--- config.mk ---
export PLATFORM = sky130hd
export DESIGN_NAME = prco_reg_dump
export DESIGN_NICKNAME = d
export VERILOG_FILES = /design/src/rtl/prco_reg_dump.sv
export SDC_FILE = /design/constraint.sdc
export NUM_CORES = 1
export LEC_CHECK = 0
export CELL_PAD_IN_SITES_DETAIL_PLACEMENT = 0
export CELL_PAD_IN_SITES_GLOBAL_PLACEMENT = 1
export CORE_MARGIN = 2
export CORE_UTILIZATION = 41
export DETAILED_ROUTE_END_ITERATION = 7
export PLACE_DENSITY = 0.91
export REMOVE_ABC_BUFFERS = 1
export SLEW_MARGIN = 30
export SYNTH_ARGS = -nofsm -noshare
export SYNTH_HDL_FRONTEND = slang
export SYNTH_SLANG_ARGS = --single-unit
export TNS_END_PERCENT = 50
--- constraint.sdc ---
create_clock -name i_clk -period 3.8 [get_ports i_clk]
set_input_delay 0.95 -clock i_clk [delete_from_list [all_inputs] [get_ports i_clk]]
set_output_delay 0.95 -clock i_clk [all_outputs]
set_load 0.01 [all_outputs]
--- src/rtl/prco_reg_dump.sv ---
// prco_reg_dump: walks a register file and streams its contents as a byte
// frame: HEADER, then {hi, lo} for each register 0..NREGS-1, then an 8-bit
// checksum (modulo-256 sum of the data bytes only, header excluded).
//
// Ports
//   i_clk       single clock, rising edge
//   i_reset     synchronous active-high reset
//   i_start     request one frame (accepted only in IDLE)
//   o_busy      frame in progress (HDR..CSUM)
//   o_done      one-cycle completion pulse
//   o_sel       register-file read select
//   o_rd_ce     register-file pipeline enable (RD only)
//   i_dat       registered register-file data, valid the cycle after RD
//   o_tx_data   byte to the serial transmitter
//   o_tx_valid  o_tx_data valid
//   i_tx_ready  transmitter accepts (transfer = valid & ready on rising edge)
//
// state | meaning
// ------+-------------------------------------------------------------
// IDLE  | waiting for i_start
// HDR   | offering HEADER byte
// RD    | presenting o_sel/o_rd_ce to the register file for one cycle
// CAP   | register-file data arrives; latched into the word buffer
// HI    | offering word[15:8]
// LO    | offering word[7:0]; then next register or checksum
// CSUM  | offering checksum byte
// DONE  | one-cycle completion pulse

module prco_reg_dump #(
  parameter logic [7:0] HEADER = 8'hA5,
  parameter int         NREGS  = 8
) (
  input  logic        i_clk,
  input  logic        i_reset,
  input  logic        i_start,
  output logic        o_busy,
  output logic        o_done,
  output logic [2:0]  o_sel,
  output logic        o_rd_ce,
  input  logic [15:0] i_dat,
  output logic [7:0]  o_tx_data,
  output logic        o_tx_valid,
  input  logic        i_tx_ready
);

  typedef enum logic [2:0] {
    S_IDLE, S_HDR, S_RD, S_CAP, S_HI, S_LO, S_CSUM, S_DONE
  } state_t;

  localparam logic [2:0] LAST_IDX = 3'(NREGS - 1);

  state_t      state_q;
  logic [2:0]  idx_q;
  logic [7:0]  csum_q;
  logic [15:0] word_q;
  logic        busy_q;
  logic        done_q;
  logic [2:0]  sel_q;
  logic        rd_ce_q;
  logic [7:0]  tx_data_q;
  logic        tx_valid_q;

  logic        xfer;
  logic [7:0]  csum_d;

  assign xfer = tx_valid_q & i_tx_ready;

  // Checksum value after the byte currently on offer is accepted.
  always_comb begin
    csum_d = csum_q;
    if (state_q == S_HI)      csum_d = csum_q + word_q[15:8];
    else if (state_q == S_LO) csum_d = csum_q + word_q[7:0];
  end

  always_ff @(posedge i_clk) begin
    if (i_reset) begin
      state_q    <= S_IDLE;
      idx_q      <= '0;
      csum_q     <= '0;
      word_q     <= '0;
      busy_q     <= 1'b0;
      done_q     <= 1'b0;
      sel_q      <= '0;
      rd_ce_q    <= 1'b0;
      tx_data_q  <= '0;
      tx_valid_q <= 1'b0;
    end else begin
      case (state_q)
        S_IDLE: begin
          if (i_start) begin
            idx_q      <= '0;
            csum_q     <= '0;
            busy_q     <= 1'b1;
            tx_valid_q <= 1'b1;
            tx_data_q  <= HEADER;
            state_q    <= S_HDR;
          end
        end
        S_HDR: begin
          if (xfer) begin
            tx_valid_q <= 1'b0;
            sel_q      <= idx_q;
            rd_ce_q    <= 1'b1;
            state_q    <= S_RD;
          end
        end
        S_RD: begin
          rd_ce_q <= 1'b0;
          state_q <= S_CAP;
        end
        S_CAP: begin
          // Output byte is loaded straight from i_dat so HI can offer it
          // in its first cycle; the buffer keeps the word for LO and csum.
          word_q     <= i_dat;
          tx_data_q  <= i_dat[15:8];
          tx_valid_q <= 1'b1;
          state_q    <= S_HI;
        end
        S_HI: begin
          if (xfer) begin
            csum_q    <= csum_d;
            tx_data_q <= word_q[7:0];
            state_q   <= S_LO;
          end
        end
        S_LO: begin
          if (xfer) begin
            csum_q <= csum_d;
            if (idx_q == LAST_IDX) begin
              tx_data_q <= csum_d;
              state_q   <= S_CSUM;
            end else begin
              idx_q      <= idx_q + 3'd1;
              sel_q      <= idx_q + 3'd1;
              rd_ce_q    <= 1'b1;
              tx_valid_q <= 1'b0;
              state_q    <= S_RD;
            end
          end
        end
        S_CSUM: begin
          if (xfer) begin
            tx_valid_q <= 1'b0;
            busy_q     <= 1'b0;
            done_q     <= 1'b1;
            state_q    <= S_DONE;
          end
        end
        S_DONE: begin
          done_q  <= 1'b0;
          state_q <= S_IDLE;
        end
        default: state_q <= S_IDLE;
      endcase
    end
  end

  assign o_busy     = busy_q;
  assign o_done     = done_q;
  assign o_sel      = sel_q;
  assign o_rd_ce    = rd_ce_q;
  assign o_tx_data  = tx_data_q;
  assign o_tx_valid = tx_valid_q;

endmodule

**Yosys cells after proc, flatten, opt, wreduce, memory -nomap -nowiden**

Cells that the tools add are included.

- Output and inout port bits: 15
- Input port bits: 20
- Logic and storage cells: 84
- Flip-flop bits (word level): 45

- Reduce and logical (&&, ||, !) cells: 20
- $add $sub $neg: 3
- Equality and inequality tests: 17
- Multiplexer cells: 33
- Bitwise operators: 1

Operators by type and width:

| cell | number |
|---|---|
| $mux W8 | 7 |
| $pmux W8 S4 | 1 |
| $mux W3 | 10 |
| $pmux W3 S8 | 1 |
| $add A8 B8 Y8 | 2 |
| $pmux W8 S2 | 1 |
| $eq A3 B3 Y1 const B | 5 |
| $reduce_and A5 Y1 | 3 |
| $ne A2 B2 Y1 const B | 6 |
| $pmux W3 S2 | 2 |
| $reduce_and A4 Y1 | 3 |
| $reduce_bool A2 Y1 | 5 |
| $reduce_bool A4 Y1 | 2 |
| $mux W1 | 7 |
| $eq A3 B2 Y1 const B | 2 |
| $ne A2 B1 Y1 const B | 3 |
| $reduce_and A3 Y1 | 2 |
| $pmux W1 S2 | 2 |
| $pmux W1 S4 | 1 |
| $reduce_or A2 Y1 | 2 |
| $add A3 B1 Y3 const B | 1 |
| $eq A3 B1 Y1 const B | 1 |
| $logic_not A3 Y1 | 1 |
| $pmux W1 S3 | 1 |
| other kinds (3) | 3 |

**Depth between registers and ports, before layout**

- Depth in word-level cells: 5
- Mapped depth: 11
- Mapped depth without buffers: 9

**Least setup slack after synthesis**

Ideal clock, no wire load.

- Path type: register to register
- From: register state_q[0]
- To: register tx_data_q[6], in the netlist o_tx_data[6]
- Period minus slack after synthesis: 2.888 ns
- Path buffers: 2
- Required time: 3.714 ns
- Data arrival time: 2.801 ns
- Cell stages (with the launch flop): 12
- Setup slack: 0.912 ns
- Setup time: 0.086 ns
- Cells stage by stage: dfxtp_1 buf_2 nor3b_4 buf_2 mux2_2 ha_1 fa_1 a21o_1 a221oi_1 xnor2_1 nand2_1 a221oi_2

- Word-level cells in the longest chain between the ends: 5
- Elaborated cells on any way between the ends: 14
- Those cells by class: eq/ne (7); mux (4); reduce/logical (3)

Ends and longest elaborated chain:

| what | RTL line | source |
|---|---|---|
| start, declared | 52 | `state_t state_q;` |
| start signal, assigned | 77 | `state_q <= S_IDLE;` |
| start signal, assigned | 96 | `state_q <= S_HDR;` |
| start signal, assigned | 104 | `state_q <= S_RD;` |
| $eq A3 B3 Y1 | 71, 88 |  |
| $mux W8 | 71 | `if (state_q == S_HI) csum_d = csum_q + word_q[15:8];` |
| $mux W8 | 129 | `if (idx_q == LAST_IDX) begin` |
| $mux W8 | 127 | `if (xfer) begin` |
| $pmux W8 S4 | 88 | `case (state_q)` |
| end signal, assigned | 115 | `tx_data_q <= i_dat[15:8];` |
| end signal, assigned | 122 | `tx_data_q <= word_q[7:0];` |
| end signal, assigned | 130 | `tx_data_q <= csum_d;` |
| end, declared | 60 | `logic [7:0] tx_data_q;` |

Several ways; a longest one is shown, not always the timed one. The select of a mux whose other input is x is not followed.
A chain may end at the register's enable or synchronous reset.

**Worst setup path in the final report**

- From: register state_q[1]
- To: register tx_data_q[6], in the netlist o_tx_data[6]

Same word-level chain as after synthesis.

==> summary.md <==
| Metric | Value |
|---|---|
| Core area | 5540 um2 |
| Post-route setup slack | 680.7 ps |
| Count of cell types in the netlist | 48 |
| Detailed Routing Iterations Pass 1 | 4 |
| Total Routing Usage GR | 17.90% |
| Detailed router's first-iteration violation count | 67 |
| Antenna Nets Post-Route | 0 |
| Area of the mapped netlist | 2377 um2 |
| Routed wirelength normalized by instance count | 14.28 um |
| Setup repair after global routing missed its margin | false |
| Worst-margin pin slew | 676.1 ps |
| GR Overflow Total | 0 |
| Largest family of logic cells by synthesized area | compound AO/OA/AOI/OAI gates |
| CP Data Arrival Time | 3330 ps |
| Post-CTS clock slew at the launch and capture registers of the worst setup and hold paths | 80 ps |
| Power Dens Cells | 316.4 nW/um2 |
| Final period demand of the worst path | 3119 ps |
| Depth of the worst register-to-register path | 9 |
| Clock Tree Buf Depth | 2 |
| Path category of the worst min-delay check | register to register |
| Number of buffers created by CTS | 5 |
| Synth Instances | 270 |
| Wire length of the first global-routing pass | 9108 um |
| Critical path endpoint category | register |
| Horizontal die dimension | 80.15 um |
| Final-report max-slew violation count | 0 |
| Count of vias placed by the detailed router | 2047 |
| Setup CP Type | register to register |
| Fraction of the yosys area taken by sequential cells | 37.89% |
| Number of antenna diodes | 0 |
| Number of antenna violations at the first check in global routing | 0 |
| Number of buffer cells added on primary ports | 34 |
| H-tree lvl count | 2 |
| Post-Route WL | 5325 um |
| CTS tree | done |
| Simple-gate share of the synthesized area | 20.42% |
| Setup-failing EPs final | 0 |
| I/O pins | 35 |
| Run status | finished clean |
| Row count | 27 |
| Post-Synth Adder-Cell Area | 7.158% |
| Layout Cells excl Fill | 373 |
| Post-CTS setup buffer count | 0 |
| DP Wirelength | 3822 um |
| Via density | 5.488 |
| Via count of the first global-routing pass | 1951 |
| Pin count of the biggest net entering global routing | 28 |
| Number of cells traversed by the worst hold path | 2 |
| Residual DRC | 0 |
| CTS Root Buffer Type | sky130_fd_sc_hd__clkbuf_8 |
| Hold buffer count at CTS | 0 |
| Clock skew | 4.384 ps |
| IR Drop Worst-Case VDD | 0.1593 mV |
| Final Util | 51.65% |
| Height of the die | 80.15 um |
| Highest Clock Rate | 320.6 MHz |
| Post-Route Setup TNS | 0 ps |
| Number of enable flip-flop cells after synthesis | 0 |
| Total placed cells including tap cells | 366 |
| Fraction of synthesized cell area in xor and xnor cells | 2.579% |
| Number of gates given a new drive strength after cts | 0 |
| #FFs+latches synth | 45 |
| Share of the clock period used by the worst path | 82.09% |
| Post-Synthesis Mean Instance Area | 8.805 um2 |
| Die ar. | 6423 um2 |
| Area added between synthesis and finish | 20.37% |
| Required time reported for the critical path endpoint | 4010 ps |
| Total number of yosys warnings | 0 |
| Fraction of final layout cells with drive strength greater than 1 | 11.30% |
| Compound-Gate Fraction of Synth Area | 21.58% |
| Initial Util | 42.91% |
| Worst Setup Slack post-DPL | 685.3 ps |
| Relative max-transition margin | 54.87% |
| Critical Path Fanout Max | 19 |
| Count of endpoints failing hold in the final timing report | 0 |
| Mux share of post-synthesis cell area | 6.842% |
| Routability congestion estimate from global placement | 0.8792 |
| Insertion delay to the later sink of the worst-skew pair | 300 ps |
| Max Cap Viol | 0 |
| Main synth FF type | sky130_fd_sc_hd__dfxtp_1 |
| Synth async-reset ratio | 0% |
| Kind of launch point of the worst setup path | register |
| Leakage power summed over all cells | 1.084 nW |
| TritonCTS sink count | 45 |
| Number of nets in the finished design | 334 |
==> state kept, by name, indices dropped and copies added (netlist names) <==
signal and count:
o_tx_valid 1, csum_q 8, word_q 16, o_sel 3
state_q 3, o_tx_data 8, idx_q 3, o_done 1
o_busy 1, o_rd_ce 1
==> worst max-delay path, stage by stage, from the launching register on <==
cell and delay, ps:
sky130_fd_sc_hd__dfxtp_1 530, sky130_fd_sc_hd__nor3b_4 500, sky130_fd_sc_hd__mux2_2 390, sky130_fd_sc_hd__ha_1 200, sky130_fd_sc_hd__fa_1 410, sky130_fd_sc_hd__a21o_1 190
sky130_fd_sc_hd__a221oi_1 310, sky130_fd_sc_hd__xnor2_1 180, sky130_fd_sc_hd__nand2_1 100, sky130_fd_sc_hd__a221oi_2 230
==> report_power, final <==
part | switching, mW | total [mW] | internal, mW
logic | 0.0575 | 0.115 | 0.0575
registers | 0.0101 | 0.493 | 0.482
clock network | 0.153 | 0.298 | 0.144
==> synthesized netlist by cell type (2+ instances only) <==
cell type / n / share of area (%)
sky130_fd_sc_hd__nand2_1: 41 / 6.5
sky130_fd_sc_hd__nor2_1: 21 / 3.3
sky130_fd_sc_hd__clkbuf_1: 8 / 1.3
sky130_fd_sc_hd__nand4b_1: 2 / 0.74
sky130_fd_sc_hd__nand3_1: 5 / 1.1
sky130_fd_sc_hd__dfxtp_1: 45 / 38
sky130_fd_sc_hd__a221o_1: 2 / 0.84
sky130_fd_sc_hd__buf_2: 7 / 1.5
sky130_fd_sc_hd__a22oi_1: 6 / 1.9
sky130_fd_sc_hd__a21o_1: 4 / 1.3
sky130_fd_sc_hd__buf_4: 2 / 0.63
sky130_fd_sc_hd__nand2b_1: 7 / 1.8
sky130_fd_sc_hd__nor3b_4: 2 / 1.6
sky130_fd_sc_hd__a222oi_1: 2 / 0.84
sky130_fd_sc_hd__nand3b_1: 4 / 1.3
sky130_fd_sc_hd__a211oi_1: 5 / 1.6
sky130_fd_sc_hd__o22ai_1: 3 / 0.79
sky130_fd_sc_hd__a21oi_2: 2 / 0.74
sky130_fd_sc_hd__nor3_1: 3 / 0.63
sky130_fd_sc_hd__a211oi_2: 2 / 1.1
sky130_fd_sc_hd__xor2_1: 4 / 1.5
sky130_fd_sc_hd__ha_1: 12 / 6.3
sky130_fd_sc_hd__o21ai_0: 4 / 0.84
sky130_fd_sc_hd__xnor2_1: 3 / 1.1
sky130_fd_sc_hd__mux2_2: 10 / 4.7
sky130_fd_sc_hd__nor2b_1: 3 / 0.79
sky130_fd_sc_hd__a221oi_1: 4 / 1.5
sky130_fd_sc_hd__mux2i_1: 5 / 2.1
sky130_fd_sc_hd__and2_1: 2 / 0.53
sky130_fd_sc_hd__a21oi_1: 32 / 6.7
==> stage by stage <==
stage                     hold slack, ps  total power [mW]  cell area, um2
final                              455.8            0.9053            2861
after global routing               487.6            0.9443            2861
after CTS                          458.8            0.9147            2867
after detailed placement           446.0            0.6197            2780
after global placement             444.2            0.6174            2780
after floorplan                    426.8            0.5554            2297
==> final timing paths <==
| kind | from | end | slack (ps) |
|---|---|---|---|
| setup / recovery | state_q[1] | o_tx_data[6] | 680 |
| hold / removal | word_q[13] | word_q[13] | 460 |
| setup reg to reg | state_q[1] | o_tx_data[6] | 680 |
| hold reg to reg | word_q[13] | word_q[13] | 460 |
==> kinds of logic (layout without fill, tap and decap cells) <==
family | after synthesis | in the layout
and+or+nand+nor | 97 | 97
AOI/OAI and AO/OA | 75 | 75
DFF | 45 | 45
buffers and inverters | 18 | 49
muxes | 15 | 15
adders and majority gates | 13 | 13
xor gates and xnor gates | 7 | 7
==> per-layer routing <==
layer  up-vias  wire [um]  GRT usage [%]
li1       1031          -              -
met1       967       2515          23.23
met2        44       2466          30.42
met3         5        282          3.483
met4         0         61          4.576
met5         -          0              0
==> cells in the final DEF, fill, tap and decap left out, types with 3 or more instances in the layout <==
| cell | synthesis | routed |
|---|---|---|
| sky130_fd_sc_hd__dfxtp_1 | 45 | 45 |
| sky130_fd_sc_hd__nand2_1 | 41 | 41 |
| sky130_fd_sc_hd__clkdlybuf4s50_1 | 0 | 33 |
| sky130_fd_sc_hd__a21oi_1 | 32 | 32 |
| sky130_fd_sc_hd__nor2_1 | 21 | 21 |
| sky130_fd_sc_hd__ha_1 | 12 | 12 |
| sky130_fd_sc_hd__mux2_2 | 10 | 10 |
| sky130_fd_sc_hd__nand2b_1 | 7 | 7 |
| sky130_fd_sc_hd__buf_4 | 2 | 7 |
| sky130_fd_sc_hd__a22oi_1 | 6 | 6 |
| sky130_fd_sc_hd__clkbuf_8 | 0 | 6 |
| sky130_fd_sc_hd__nand3_1 | 5 | 5 |
| sky130_fd_sc_hd__mux2i_1 | 5 | 5 |
| sky130_fd_sc_hd__a211oi_1 | 5 | 5 |
| sky130_fd_sc_hd__a21o_1 | 4 | 4 |
| sky130_fd_sc_hd__xor2_1 | 4 | 4 |
| sky130_fd_sc_hd__nand3b_1 | 4 | 4 |
| sky130_fd_sc_hd__o21ai_0 | 4 | 4 |
| sky130_fd_sc_hd__a221oi_1 | 4 | 4 |
| sky130_fd_sc_hd__nor2b_1 | 3 | 3 |
| sky130_fd_sc_hd__xnor2_1 | 3 | 3 |
| sky130_fd_sc_hd__nor3_1 | 3 | 3 |
| sky130_fd_sc_hd__o22ai_1 | 3 | 3 |
==> layout make-up <==
| cell class | count | area (um2) |
|---|---|---|
| fillers | 534 | 2679 |
| multi-input cells | 207 | 1393 |
| flip-flops and latches | 45 | 900.9 |
| repair buffers | 41 | 387.9 |
| well taps | 72 | 90.09 |
| clock buffers | 7 | 86.33 |
| inverters | 1 | 3.754 |
No activity file was read; power rests on OpenSTA's default activity.
==> RTL change, RTL diff (same flow settings) <==
The parameter `NREGS` goes from 8 to 6. Comments in the files are not updated.
--- a/src/rtl/prco_reg_dump.sv
+++ b/src/rtl/prco_reg_dump.sv
@@ -30,3 +30,3 @@
   parameter logic [7:0] HEADER = 8'hA5,
-  parameter int         NREGS  = 8
+  parameter int         NREGS  = 6
 ) (
Check against the original RTL: same outputs for any inputs over 10 cycles, from zero or initial values and one cycle with i_reset high; that may be too few to reach the edited logic, so the function may still have changed.
==> RTL change against the original RTL <==
Synthesized cell count increased by 5.9%; power increased by 1.1%; synthesized area increased by 4.4%; worst hold slack improved by 0.00098 ns; first-iteration DRC count increased by 69%; maximum frequency increased by 14%; via count increased by 3.2%; non-clock buffer count increased by 1; routed wire length increased by 10%; design area increased by 2.3%; sequential cell count unchanged; worst setup slack improved by 0.39 ns; critical endpoint unchanged.
==> RTL change: results (changes against the original RTL) <==
{| class="wikitable"
! Metric !! Value
|-
| Post-DP HPWL || 4290 um (+12%)
|-
| Post-DR wirelength/cell || 15.0 um (+4.9%)
|-
| Share of the final layout cell area in multi-input gates || 48.7% (+0.051 points)
|-
| Global-route track usage on met2 || 30.4% (about the same)
|-
| Amount of wire on met2 after detailed routing || 2770 um (+12%)
|-
| Detail-routed via count per cell || 5.39 (-1.8%)
|-
| Power in sequential cells || 494 uW (about the same)
|-
| Sw Ratio || 26.1% (+1.7 points)
|-
| Met3 Wirelength || 258 um (-8.5%)
|-
| Slew Limit Headroom || 57.7% (+2.8 points)
|-
| Worst ir drop on vdd || 0.000127 V (-20%)
|-
| Worst slack, placed || 1.08 ns (+0.397 ns)
|-
| Met1 usage in global routing || 24.4% (+1.2 points)
|-
| Run status || complete, no violations
|-
| DIE WIDTH || 81.8 um (+2.1%)
|-
| Number of standard cells in the layout, taps in and fillers out || 392 (+5.1%)
|-
| Layout clock area frac || 2.74% (-0.28 points)
|-
| Static leakage || 1.13 nW (+4.0%)
|-
| Violation count after the first detailed-route iteration || 113 (+69%)
|-
| Final worst clock skew || 0.00824 ns (+0.00385 ns)
|-
| Most numerous cell types in the synthesized netlist || nand2_1 (46), dfxtp_1 (45), a21oi_1 (33)
|-
| Signal inverters || 7 (+6)
|-
| DRT met1 WL || 2790 um (+11%)
|-
| Nets@finish || 349 (+4.5%)
|-
| Count of non-CTS buffers in the layout || 42 (+2.4%)
|-
| Clock network fraction of design power || 31.7% (-1.2 points)
|-
| Fraction of final layout cells sized beyond drive strength 1 || 11.0% (-0.25 points)
|-
| Signal arrival time at the worst endpoint || 2.95 ns (-0.38 ns)
|-
| Maximum fanout along the worst path || 4 (-15)
|-
| Layout clock buffers || 8 (+1)
|-
| Hold path startpoint || word_q[9]
|-
| Buffer share of cell area || 13.7% (+0.12 points)
|-
| Routability congestion estimate from global placement || 0.812 (-7.6%)
|-
| Cell area after placement || 2850 sq um (+2.4%)
|-
| Avg Inst Size Synth || 8.68 sq um (-1.5%)
|-
| Sequential cell area fraction in the yosys report || 36.3% (-1.6 points)
|-
| Slowest cell delay on critical path || 0.41 ns (-0.12 ns)
|}
[RTL change: cell types whose count changed after synthesis, sizes merged, moves of 3 or more]
cell | before | now
o21ai | 5 | 12
buf | 9 | 14
inv | 1 | 7
nor2 | 22 | 27
nor2b | 3 | 0
clkbuf | 8 | 5
nand2 | 42 | 46
a221oi | 5 | 1
o31ai | 1 | 5
nand2b | 7 | 0
[RTL change: cell families (layout without fill, tap and decap cells)]
| family | Yosys count | in the layout | share of synthesized area (%) |
|---|---|---|---|
| simple gates | 98 | 98 | 19.5 |
| buf+inv | 26 | 57 | 6.20 |
| fa+ha+maj | 14 | 14 | 7.26 |
| mux | 12 | 12 | 5.24 |
| xor+xnor | 8 | 8 | 2.82 |
| compound gates | 83 | 83 | 22.7 |
| flops | 45 | 45 | 36.3 |
[RTL change: path summary, 6_finish.rpt]
path	endpoint	slack, ns
min	word_q[9]	0.46
min reg2reg	word_q[9]	0.46
max	o_tx_data[6]	1.07
max reg2reg	o_tx_data[6]	1.07
